### src/rtl/uart_msg_scheduler.sv
// Round-robin scheduler that drains complete messages from N_SRC source FIFOs into one 16-bit
// valid/ready stream (header + payload). Define MSG_CHECKSUM_EN to append an XOR trailer beat.
module uart_msg_scheduler #(
   parameter int N_SRC  = 4,
   parameter int SETTLE = 3,
   parameter int SW     = 3
) (
   input  logic                CLK,
   input  logic                RST,
   input  logic [N_SRC-1:0]    SRC_EN,
   input  logic [N_SRC-1:0]    SRC_GFM,
   input  logic [8*N_SRC-1:0]  SRC_LEN,
   input  logic [N_SRC-1:0]    SRC_PARITY,
   input  logic [16*N_SRC-1:0] SRC_Q,
   output logic [N_SRC-1:0]    SRC_START,
   output logic [N_SRC-1:0]    SRC_RD_REQ,
   output logic [15:0]         OUT_DATA,
   output logic                OUT_VALID,
   input  logic                OUT_READY,
   output logic                OUT_SOP,
   output logic                OUT_EOP,
   output logic                BUSY,
   output logic [SW-1:0]       CUR_SRC
);

   typedef enum logic [2:0] {
      S_IDLE,
      S_START,
      S_SETTLE,
      S_HDR,
      S_DATA,
`ifdef MSG_CHECKSUM_EN
      S_CSUM,
`endif
      S_DONE
   } state_t;

   state_t        state_q, state_d;
   logic [SW-1:0] rr_q, rr_d;
   logic [SW-1:0] cur_q, cur_d;
   logic [7:0]    cnt_q, cnt_d;
   logic [7:0]    len_q, len_d;
   logic          par_q, par_d;
   logic [7:0]    issued_q, issued_d;
   logic [7:0]    sent_q, sent_d;
   logic          infl_q;
   logic [1:0]    occ_q, occ_d;
   logic [15:0]   skid0_q, skid0_d;
   logic [15:0]   skid1_q, skid1_d;
`ifdef MSG_CHECKSUM_EN
   logic [15:0]   csum_q, csum_d;
`endif

   logic [N_SRC-1:0] req;
   logic             hi_found, lo_found;
   logic [SW-1:0]    hi_idx, lo_idx, gnt_idx;
   logic [7:0]       cur_len;
   logic             cur_par;
   logic [15:0]      src_word;
   logic [15:0]      hdr_word;
   logic             rd_go, pop, last_word;

   assign req       = SRC_GFM & SRC_EN;
   assign hdr_word  = {4'(cur_q), 3'b000, par_q, len_q};
   assign last_word = (sent_q + 8'd1 == len_q);
   assign BUSY      = (state_q != S_IDLE);
   assign CUR_SRC   = cur_q;

   // Descending scan leaves the lowest requester at or after the pointer in hi_idx, lowest overall in lo_idx.
   always_comb begin
      hi_found = 1'b0;
      lo_found = 1'b0;
      hi_idx   = '0;
      lo_idx   = '0;
      for (int i = N_SRC - 1; i >= 0; i--) begin
         if (req[i]) begin
            lo_found = 1'b1;
            lo_idx   = SW'(i);
            if (i >= int'(rr_q)) begin
               hi_found = 1'b1;
               hi_idx   = SW'(i);
            end
         end
      end
      gnt_idx = hi_found ? hi_idx : lo_idx;
   end

   always_comb begin
      cur_len   = '0;
      cur_par   = 1'b0;
      src_word  = '0;
      SRC_START  = '0;
      SRC_RD_REQ = '0;
      for (int i = 0; i < N_SRC; i++) begin
         if (cur_q == SW'(i)) begin
            cur_len       = SRC_LEN[8*i +: 8];
            cur_par       = SRC_PARITY[i];
            src_word      = SRC_Q[16*i +: 16];
            SRC_START[i]  = (state_q == S_START);
            SRC_RD_REQ[i] = rd_go;
         end
      end
   end

   // NOTE: every signal written here gets a default first, so no path can infer a latch.
   always_comb begin
      state_d   = state_q;
      rr_d      = rr_q;
      cur_d     = cur_q;
      cnt_d     = cnt_q;
      len_d     = len_q;
      par_d     = par_q;
      issued_d  = issued_q;
      sent_d    = sent_q;
      occ_d     = occ_q;
      skid0_d   = skid0_q;
      skid1_d   = skid1_q;
`ifdef MSG_CHECKSUM_EN
      csum_d    = csum_q;
`endif
      OUT_VALID = 1'b0;
      OUT_DATA  = '0;
      OUT_SOP   = 1'b0;
      OUT_EOP   = 1'b0;
      rd_go     = 1'b0;
      pop       = 1'b0;

      case (state_q)
         S_IDLE: begin
            if (lo_found) begin
               cur_d   = gnt_idx;
               state_d = S_START;
            end
         end
         S_START: begin
            cnt_d   = '0;
            state_d = S_SETTLE;
         end
         S_SETTLE: begin
            if (cnt_q == 8'(SETTLE - 1)) begin
               len_d    = cur_len;
               par_d    = cur_par;
               issued_d = '0;
               sent_d   = '0;
               state_d  = S_HDR;
            end else begin
               cnt_d = cnt_q + 8'd1;
            end
         end
         S_HDR: begin
            OUT_VALID = 1'b1;
            OUT_DATA  = hdr_word;
            OUT_SOP   = 1'b1;
`ifdef MSG_CHECKSUM_EN
            csum_d = hdr_word;
            if (OUT_READY) state_d = (len_q != 8'd0) ? S_DATA : S_CSUM;
`else
            OUT_EOP = (len_q == 8'd0);
            if (OUT_READY) state_d = (len_q != 8'd0) ? S_DATA : S_DONE;
`endif
         end
         S_DATA: begin
            OUT_VALID = (occ_q != 2'd0);
            OUT_DATA  = skid0_q;
            pop       = OUT_VALID && OUT_READY;
            // The word popped this cycle frees its slot, which keeps one word per cycle flowing.
            rd_go     = (issued_q < len_q) &&
                        (({1'b0, occ_q} + {2'b00, infl_q} - {2'b00, pop}) < 3'd2);
`ifndef MSG_CHECKSUM_EN
            OUT_EOP = last_word;
`endif
            if (pop) begin
               sent_d = sent_q + 8'd1;
`ifdef MSG_CHECKSUM_EN
               csum_d = csum_q ^ skid0_q;
               if (last_word) state_d = S_CSUM;
`else
               if (last_word) state_d = S_DONE;
`endif
            end
         end
`ifdef MSG_CHECKSUM_EN
         S_CSUM: begin
            OUT_VALID = 1'b1;
            OUT_DATA  = csum_q;
            OUT_EOP   = 1'b1;
            if (OUT_READY) state_d = S_DONE;
         end
`endif
         S_DONE: begin
            rr_d    = (int'(cur_q) >= N_SRC - 1) ? '0 : cur_q + 1'b1;
            state_d = S_IDLE;
         end
         default: state_d = S_IDLE;
      endcase

      if (rd_go) issued_d = issued_q + 8'd1;

      // A word lands from the source FIFO one cycle after its read request.
      case ({infl_q, pop})
         2'b10: begin
            if (occ_q == 2'd0) skid0_d = src_word;
            else               skid1_d = src_word;
            occ_d = occ_q + 2'd1;
         end
         2'b01: begin
            skid0_d = skid1_q;
            occ_d   = occ_q - 2'd1;
         end
         2'b11: begin
            if (occ_q == 2'd1) begin
               skid0_d = src_word;
            end else begin
               skid0_d = skid1_q;
               skid1_d = src_word;
            end
         end
         default: ;
      endcase
   end

   // NOTE: state uses non-blocking assignments so every register samples pre-edge values.
   always_ff @(posedge CLK or negedge RST) begin
      if (!RST) begin
         state_q  <= S_IDLE;
         rr_q     <= '0;
         cur_q    <= '0;
         cnt_q    <= '0;
         len_q    <= '0;
         par_q    <= 1'b0;
         issued_q <= '0;
         sent_q   <= '0;
         infl_q   <= 1'b0;
         occ_q    <= '0;
         skid0_q  <= '0;
         skid1_q  <= '0;
`ifdef MSG_CHECKSUM_EN
         csum_q   <= '0;
`endif
      end else begin
         state_q  <= state_d;
         rr_q     <= rr_d;
         cur_q    <= cur_d;
         cnt_q    <= cnt_d;
         len_q    <= len_d;
         par_q    <= par_d;
         issued_q <= issued_d;
         sent_q   <= sent_d;
         infl_q   <= rd_go;
         occ_q    <= occ_d;
         skid0_q  <= skid0_d;
         skid1_q  <= skid1_d;
`ifdef MSG_CHECKSUM_EN
         csum_q   <= csum_d;
`endif
      end
   end

endmodule

### config.mk
export PLATFORM = sky130hd
export DESIGN_NAME = uart_msg_scheduler
export DESIGN_NICKNAME = d
export VERILOG_FILES = /design/src/rtl/uart_msg_scheduler.sv
export SDC_FILE = /design/constraint.sdc
export NUM_CORES = 1
export LEC_CHECK = 0
export CAP_MARGIN = 20
export CORE_ASPECT_RATIO = 1.5
export CORE_UTILIZATION = 53
export CTS_CLUSTER_DIAMETER = 200
export CTS_CLUSTER_SIZE = 20
export DETAILED_ROUTE_END_ITERATION = 10
export PLACE_DENSITY_LB_ADDON = 0.25
export RECOVER_POWER = 25
export SYNTH_ARGS = -nofsm -noshare
export SYNTH_HDL_FRONTEND = slang
export SYNTH_SLANG_ARGS = --single-unit
### constraint.sdc
create_clock -name CLK -period 6.4 [get_ports CLK]
set_input_delay 1.28 -clock CLK [delete_from_list [all_inputs] [get_ports CLK]]
set_output_delay 1.28 -clock CLK [all_outputs]
set_load 0.02 [all_outputs]
== Yosys cells after proc, flatten, opt, wreduce, memory -nomap -nowiden ==
Cells that the tools add are included.

* Add/subtract/negate cells: 8
* $mul: 0
* Divide/modulo/power cells: 0
* Magnitude comparators: 7
* Eq/ne operators: 23
* Shift operators: 0
* Muxes and demuxes: 73
* Bitwise operators: 1
* Reduce and logical (&&, ||, !) cells: 24

{| class="wikitable"
|+ Operator list
! operator !! number
|-
| $mux 16 || 8
|-
| $mux 8 || 9
|-
| $pmux 16 s2 || 2
|-
| $mux 3 || 16
|-
| $pmux 16 s3 || 1
|-
| $pmux 8 s2 || 2
|-
| $mux 1 || 28
|-
| $add 8x1->8 const B || 3
|-
| $ne 2x2->1 const B || 9
|-
| $pmux 3 s5 || 1
|-
| $reduce_bool 2->1 || 7
|-
| $eq 3x2->1 const B || 4
|-
| $reduce_and 2->1 || 5
|-
| $eq 8x2->1 const B || 1
|-
| $eq 8x8->1 || 1
|-
| $logic_not 8->1 || 1
|-
| $lt 8x8->1 || 1
|-
| $reduce_bool 8->1 || 1
|-
| $eq 3x1->1 const B || 2
|-
| $eq 3x3->1 const B || 2
|-
| $ge 1x3->1 const A || 2
|-
| $ge 2x3->1 const A || 2
|-
| $logic_not 3->1 || 2
|-
| $mux 2 || 3
|-
| other kinds (17) || 23
|}

* Register bits: 77
* Latch bits: 0
* Bits in writable memories: 0
* Bits in read-only memories: 0
* Input bits: 111
* Output and inout bits: 31
* Word-level logic and storage cells: 148
* Memories: 0

== Depth between registers and ports, before layout ==
Gate-level depths: netlist (run 1).

* Depth after elaboration: 10
* Depth in mapped cells: 14
* Depth with buffers taken out: 13

== Worst setup path after synthesis (run 1) ==
OpenSTA, ideal clock, no wires.

* Path type: input to output
* Start point: in OUT_READY
* End point: out SRC_RD_REQ[0]
* Arrival: 3.227 ns
* Data required time: 5.120 ns
* Path slack: 1.893 ns
* Stages: 10
* Cell sequence: nor2b_1 > nor2_1 > o21ai_0 > fa_1 > xor2_1 > a2111oi_4 > o211ai_2 > a31oi_2 > buf_2 > and2_1

* Longest elaborated chain between the ends: 6

{| class="wikitable"
|+ RTL lines
! what !! line !! source
|-
| from (decl) || 19 || <nowiki>input logic OUT_READY,</nowiki>
|-
| $logic_and 1x1->1 || 165 || <nowiki>pop = OUT_VALID && OUT_READY;</nowiki>
|-
| $sub 3x1->3 || 168 || <nowiki>(({1'b0, occ_q} + {2'b00, infl_q} - {2'b00, pop}) < 3'd2);</nowiki>
|-
| $lt 3x2->1 || 168 ||
|-
| $logic_and 1x1->1 || 167 || <nowiki>rd_go = (issued_q < len_q) &&</nowiki>
|-
| $mux 1 || 128 || <nowiki>case (state_q)</nowiki>
|-
| named net rd_go || 61 || <nowiki>logic rd_go, pop, last_word;</nowiki>
|-
| $mux 1 || 95 || <nowiki>if (cur_q == SW'(i)) begin</nowiki>
|-
| to (decl) || 16 || <nowiki>output logic [N_SRC-1:0] SRC_RD_REQ,</nowiki>
|}

The timed path passes the listed nets, and every way through them passes these cells.

== Worst setup path after layout (run 1) ==
* Start point: in OUT_READY
* End point: out SRC_RD_REQ[0]

* Longest elaborated chain between the ends: 6

{| class="wikitable"
|+ RTL lines
! what !! line
|-
| $logic_and 1x1->1 || 165
|-
| $sub 3x1->3 || 168
|-
| $lt 3x2->1 || 168
|-
| $logic_and 1x1->1 || 167
|-
| $mux 1 || 128
|-
| $mux 1 || 95
|}

No other way between the ends.

==> metrics.yaml, run 1 <==
placement:
  port_buffers: 140
  dp_hpwl_um: 11020
  gp_congestion: 0.8393
  place_inst: 807
clock_tree:
  htreeDepth: 3
  ctsHoldBuffers: 0
  ctsResizeCount: 0
  clkSinkCount: 75
  numCtsBuffers: 9
  post_cts_buffers: 0
  clk_pin_slew_ns: 0.06
  cts_tree: "yes"
  root_buffer: "clkbuf_16"
  clockBufferDepth: 2
  insertion_delay_ns: 0.34
floorplan:
  die_w_um: 81.55
  die_h_um: 121.3
  io_pins: 142
  dieArea_mm2: 0.009894
  core_area_mm2: 0.009254
  rows: 43
  start_util: 0.5437
timing:
  fin_setup_tns_ns: 0
  rsz0062_at_grt: "no"
  max_freq_mhz: 174.5
  max_slew.worst_pin.slew_ns: 4.031
  maxSlewHeadroom: -1.687
  report.final.slew_viol_count: 76
  final.period_utilization: 0.8955
  post-route-min-period_ns: 5.731
  finClkSkew_ns: 0.007474
  setup_viol: 0
  finalHoldViolCount: 0
synthesis:
  syn_inst: 585
  syn-num-nets: 718
  yosys_warnings: 0
  synth_area_leaders: "dfrtp_1, a21oi_1, nand2_1"
  async_flop_share: 1.000
  yosysSeqAreaShare: 0.3730
  synth_edf_count: 0
  yosys.area.top_type: "dfrtp_1"
  yosysTopAreaCellShare: 0.3730
  ys_ff_latch: 75
  ys_types: 58
  syn_area_mm2: 0.005031
  syn_area_per_cell_um2: 8.600
  ys.flop_type: "dfrtp_1"
min_path:
  worst_hold_startpoint: "skid1_q[5]"
  min_to: "skid1_q[5]"
  whs_path_depth: 1
  hold_class: "register to register"
finish:
  fin_util: 0.7308
  fillers: 736
  final_cells: 824
  insertedDiodeCount: 0
  nets: 840
  area_delta_synth_final_pct: 34.42
  drive_above_1_share: 0.08146
setup_path:
  rrSetupSlack_ns: 2.93
  cp-start-kind: "input port"
  cp-end-kind: "primary output"
  worstReg2RegStart: "occ_q[1]"
  r2r_end: "issued_q[6]"
  critPathRequiredTime_ns: 5.12
  ff2ff_path_depth: 14
  critical_path_arrival_ns: 4.45
  crit_type: "input port to primary output"
  crit_fanout: 5
route:
  vias: 4842
  drc: 0
  wl_per_cell_um: 17.54
  drt-pass1-iter-count: 4
  postRouteWirelength_um: 14450
  vias_per_cell: 5.876
  drt_iter0_markers: 288
  antenna_left: 0
global_route:
  grt_antenna_before_repair: 0
  grt_pass1_wl_um: 22620
  grt_use_total: 0.3037
  grt_max_degree: 76
  grt_overflow: 0
  grt_pass1_vias: 4841
outcome:
  violations: "max-capacitance violations, max-slew violations"
  status: "complete, but fails checks"
job:
  maxCapViolCount: 1
pwr:
  peakVddDrop_mv: 0.2352
  total_power_mw: 2.610
  power_density_mw_per_mm2: 386.0
  p_leak_nw: 2.937
[area by class of cell]
cell class | instances | area [um^2] | area share
Sequential cell | 75 | 1877 | 0.2775
Inverter | 18 | 67.56 | 0.009991
Timing Repair Buffer | 149 | 1468 | 0.2170
Multi-Input combinational cell | 454 | 2928 | 0.4329
Tap cell | 112 | 140.1 | 0.02072
Clock buffer | 9 | 225.2 | 0.03330
Clock inverter | 7 | 57.56 | 0.008511
[synthesized netlist by cell type, drive strengths merged (2+ instances only)]
cell	instances
a211o	2
a211oi	7
a21o	4
a21oi	75
a221o	4
a221oi	4
a22o	12
a22oi	16
a31oi	2
and2	10
and3	17
buf	8
clkbuf	30
dfrtp	75
ha	21
inv	18
mux2	18
mux2i	2
nand2	72
nand2b	2
nand3	7
nand3b	23
nand4	4
nor2	47
nor2b	8
nor3	5
nor3b	5
nor4	4
o211ai	6
o21ai	35
o21bai	2
o31ai	5
or2	2
or3	2
xnor2	11
xor2	11
[cell usage in the layout (no fill, tap or decap), types with 5 or more instances in the layout]
cell	instances
nand3_1	6
a21oi_1	73
nand3b_1	23
ha_1	21
dfrtp_1	75
nor2_1	46
buf_4	7
o21ai_0	33
mux2_2	18
a22oi_1	16
and2_1	10
clkdlybuf4s50_1	138
o31ai_1	5
and3_1	17
a22o_1	12
clkbuf_16	9
xnor2_1	11
a211oi_1	7
o211ai_1	5
xor2_1	11
nor2b_1	8
nand2_1	71
inv_1	18
[flip-flops by register name, summed over array words and instances (netlist names)]
signal / count
CUR_SRC: 2
cnt_q: 8
infl_q: 1
issued_q: 8
len_q: 8
occ_q: 2
par_q: 1
rr_q: 2
sent_q: 8
skid0_q: 16
skid1_q: 16
state_q: 3
[per-layer routing]
layer	share of wire	track usage	routed length (um)
met5	0	0	0
met4	0.034	0.1429	496
met3	0.035	0.04662	510
met2	0.54	0.5464	7837
met1	0.39	0.3383	5605
[metrics by stage]
step / hold WS [ns] / setup slack [ns] / cell area, um^2
detailed placement: 0.4941 / 0.7515 / 6481
global route: 0.5151 / 0.5187 / 6763
global placement: 0.4870 / 0.7843 / 6466
finish: 0.5074 / 0.6687 / 6763
CTS: 0.5077 / 0.7538 / 6764
floorplan: 0.4507 / 1.893 / 5031
[cells by family after synthesis]
logic type | count (synthesis) | share of synthesized area
compound gates | 179 | 0.2261
xor+xnor | 22 | 0.03830
fa+ha+maj | 22 | 0.05620
buf+inv | 56 | 0.04476
flops | 75 | 0.3730
mux | 20 | 0.04427
other cells | 1 | 0.0007454
simple gates | 210 | 0.2166
[worst max path at each step]
stage / start / endpoint / slack, ns / cells after the start
floorplan: OUT_READY / SRC_RD_REQ[0] / 1.89 / 10
global placement: OUT_READY / SRC_RD_REQ[0] / 0.78 / 11
detailed placement: OUT_READY / SRC_RD_REQ[0] / 0.75 / 11
CTS: OUT_READY / SRC_RD_REQ[0] / 0.75 / 11
global route: OUT_READY / SRC_RD_REQ[3] / 0.52 / 11
finish: OUT_READY / SRC_RD_REQ[0] / 0.67 / 11
[power by group]
| group | internal [mW] | total [mW] | switching [mW] |
|---|---|---|---|
| logic | 0.574 | 1.31 | 0.732 |
| registers | 0.642 | 0.821 | 0.179 |
| clock network | 0.269 | 0.483 | 0.214 |
[worst max-delay path, cell delays in order]
cell and delay (ns):
dlygate4sd3_1 0.60, nor2b_1 0.20, nor2_1 0.09, o21ai_0 0.10
fa_1 0.39, xor2_1 0.18, a2111oi_4 0.35, o211ai_2 0.14
a31oi_2 0.30, and2_1 0.19, clkdlybuf4s50_1 0.63
Note: power is estimated with default switching activity, not from simulation.
==> run 2: changes to the inputs <==
--- a/config.mk
+++ b/config.mk
@@ -7,7 +7,7 @@
 export LEC_CHECK = 0
 export CAP_MARGIN = 20
 export CORE_ASPECT_RATIO = 1.5
-export CORE_UTILIZATION = 53
+export CORE_UTILIZATION = 25
 export CTS_CLUSTER_DIAMETER = 200
 export CTS_CLUSTER_SIZE = 20
 export DETAILED_ROUTE_END_ITERATION = 10
==> run 2 against run 1 <==
The flow still finishes with violations (max-capacitance violations, max-slew violations). Final cell count is 18% higher. Clock power grew 6.8%. Register-to-register slack worse by 0.05 ns. First-iteration DRC count fell by 31%. Worst hold slack got worse by 0.0043 ns. Combinational power about the same. Setup slack better by 0.027 ns. Sequential power increased by 1%. Highest routed layer unchanged. Critical path type unchanged. Total power increased by 1.6%. Die area increased by 110%. Largest cell class unchanged. Count of clock-buffer cells in the layout increased by 2. Fmax rose by 0.47%.
==> metrics.yaml, run 2 (synthesis results as in run 1) <==
timing:
  report.final.slew_viol_count: 69
  maxSlewHeadroom: -1.493
  post-route-min-period_ns: 5.704
  finClkSkew_ns: 0.01250
  setup_viol: 0
  max_freq_mhz: 175.3
  postLayoutSetupSlackWorst_ns: 0.6955
  rsz0062_at_grt: "no"
  worst_hold_slack_ns: 0.5031
  fin_setup_tns_ns: 0
  max_slew.worst_pin.slew_ns: 3.740
  finalHoldViolCount: 0
  final.period_utilization: 0.8913
route:
  drc: 0
  drt_iter0_markers: 200
  antenna_left: 0
  drt-pass1-iter-count: 4
  postRouteWirelength_um: 15900
  vias: 4591
  wl_per_cell_um: 16.32
  vias_per_cell: 4.714
clock_tree:
  htreeDepth: 3
  numCtsBuffers: 9
  clk_pin_slew_ns: 0.06
  clkSinkCount: 75
  ctsHoldBuffers: 0
  cts_tree: "yes"
  clockBufferDepth: 2
  ctsResizeCount: 0
  insertion_delay_ns: 0.34
  post_cts_buffers: 0
  root_buffer: "clkbuf_16"
setup_path:
  cp-start-kind: "input port"
  crit_type: "input port to primary output"
  crit_fanout: 5
  rrSetupSlack_ns: 2.88
  critPathRequiredTime_ns: 5.12
  worstReg2RegStart: "occ_q[1]"
  cp-end-kind: "primary output"
  r2r_end: "issued_q[5]"
  cp-startpoint: "OUT_READY"
  critical_path_arrival_ns: 4.42
  ff2ff_path_depth: 14
min_path:
  whs_path_depth: 1
  min_to: "sent_q[7]"
  worst_hold_startpoint: "sent_q[7]"
  hold_class: "register to register"
finish:
  design_area_mm2: 0.006977
  drive_above_1_share: 0.08403
  area_delta_synth_final_pct: 38.67
  nets: 842
  layout.cells.most_common: "clkdlybuf4s50_1"
  layout_common_cells: "clkdlybuf4s50_1, dfrtp_1, a21oi_1"
  largestRegisters: "skid0_q: 16 flops, skid1_q: 16 flops"
  fillers: 2101
  final_cells: 974
  insertedDiodeCount: 0
floorplan:
  dieArea_mm2: 0.02071
  rows: 63
  io_pins: 142
  start_util: 0.2553
  die_h_um: 175.7
  die_w_um: 117.8
  core_area_mm2: 0.01971
global_route:
  grt_antenna_before_repair: 0
  grt_overflow: 0
  grt_use_total: 0.1546
  grt_pass1_vias: 4510
  grt_pass1_wl_um: 24560
  grt_max_degree: 76
pwr:
  peakVddDrop_mv: 0.1382
  p_leak_nw: 2.937
  power_density_mw_per_mm2: 380.3
outcome:
  violations: "max-capacitance violations, max-slew violations"
  status: "complete, but fails checks"
placement:
  port_buffers: 140
  pre_cts_slack_ns: 0.6399
  place_inst: 957
  placed_area_mm2: 0.006681
  dp_hpwl_um: 12140
  gp_congestion: 0.7701
job:
  maxCapViolCount: 1
-- run 2: critical path: stages --
cell	delay (ns)
clkdlybuf4s50_1	0.58
nand2_1	0.10
nor2_1	0.17
o21ai_0	0.14
fa_1	0.39
xor2_1	0.18
a2111oi_4	0.37
o211ai_2	0.14
a31oi_2	0.31
and2_1	0.17
clkdlybuf4s50_1	0.60
-- run 2: area by class of cell --
cell class	count	area (um^2)	area share
Multi-Input combinational cell	454	2938	0.4211
Sequential cell	75	1877	0.2690
Timing Repair Buffer	151	1474	0.2113
Tap cell	260	325.3	0.04663
Clock buffer	11	232.7	0.03336
Inverter	18	67.56	0.009684
Clock inverter	5	62.56	0.008967
-- run 2: per-layer routing --
| metal | up-vias | global-route usage | share of wire |
|---|---|---|---|
| li1 | 2330 | - | - |
| met1 | 2143 | 0.1785 | 0.40 |
| met2 | 95 | 0.2846 | 0.55 |
| met3 | 23 | 0.02597 | 0.029 |
| met4 | 0 | 0.05395 | 0.022 |
| met5 | - | 0 | 0 |
-- run 2: stage by stage --
| step | total power, mW | utilization |
|---|---|---|
| floorplan | 1.664 | - |
| global placement | 2.167 | 0.3390 |
| global route | 2.867 | 0.3540 |
| CTS | 2.699 | 0.3540 |
| detailed placement | 2.173 | 0.3390 |
| finish | 2.653 | 0.3540 |
-- run 2: worst max path at each step --
stage	to	slack, ns
CTS	SRC_RD_REQ[0]	0.64
global placement	SRC_RD_REQ[0]	0.69
detailed placement	SRC_RD_REQ[0]	0.64
finish	SRC_RD_REQ[0]	0.70
global route	SRC_RD_REQ[3]	0.46
floorplan	SRC_RD_REQ[0]	1.89
-- run 2: power by group --
group	switching, mW	internal [mW]
Sequential	0.187	0.642
Clock	0.211	0.304
Combinational	0.730	0.578
Total	1.13	1.52
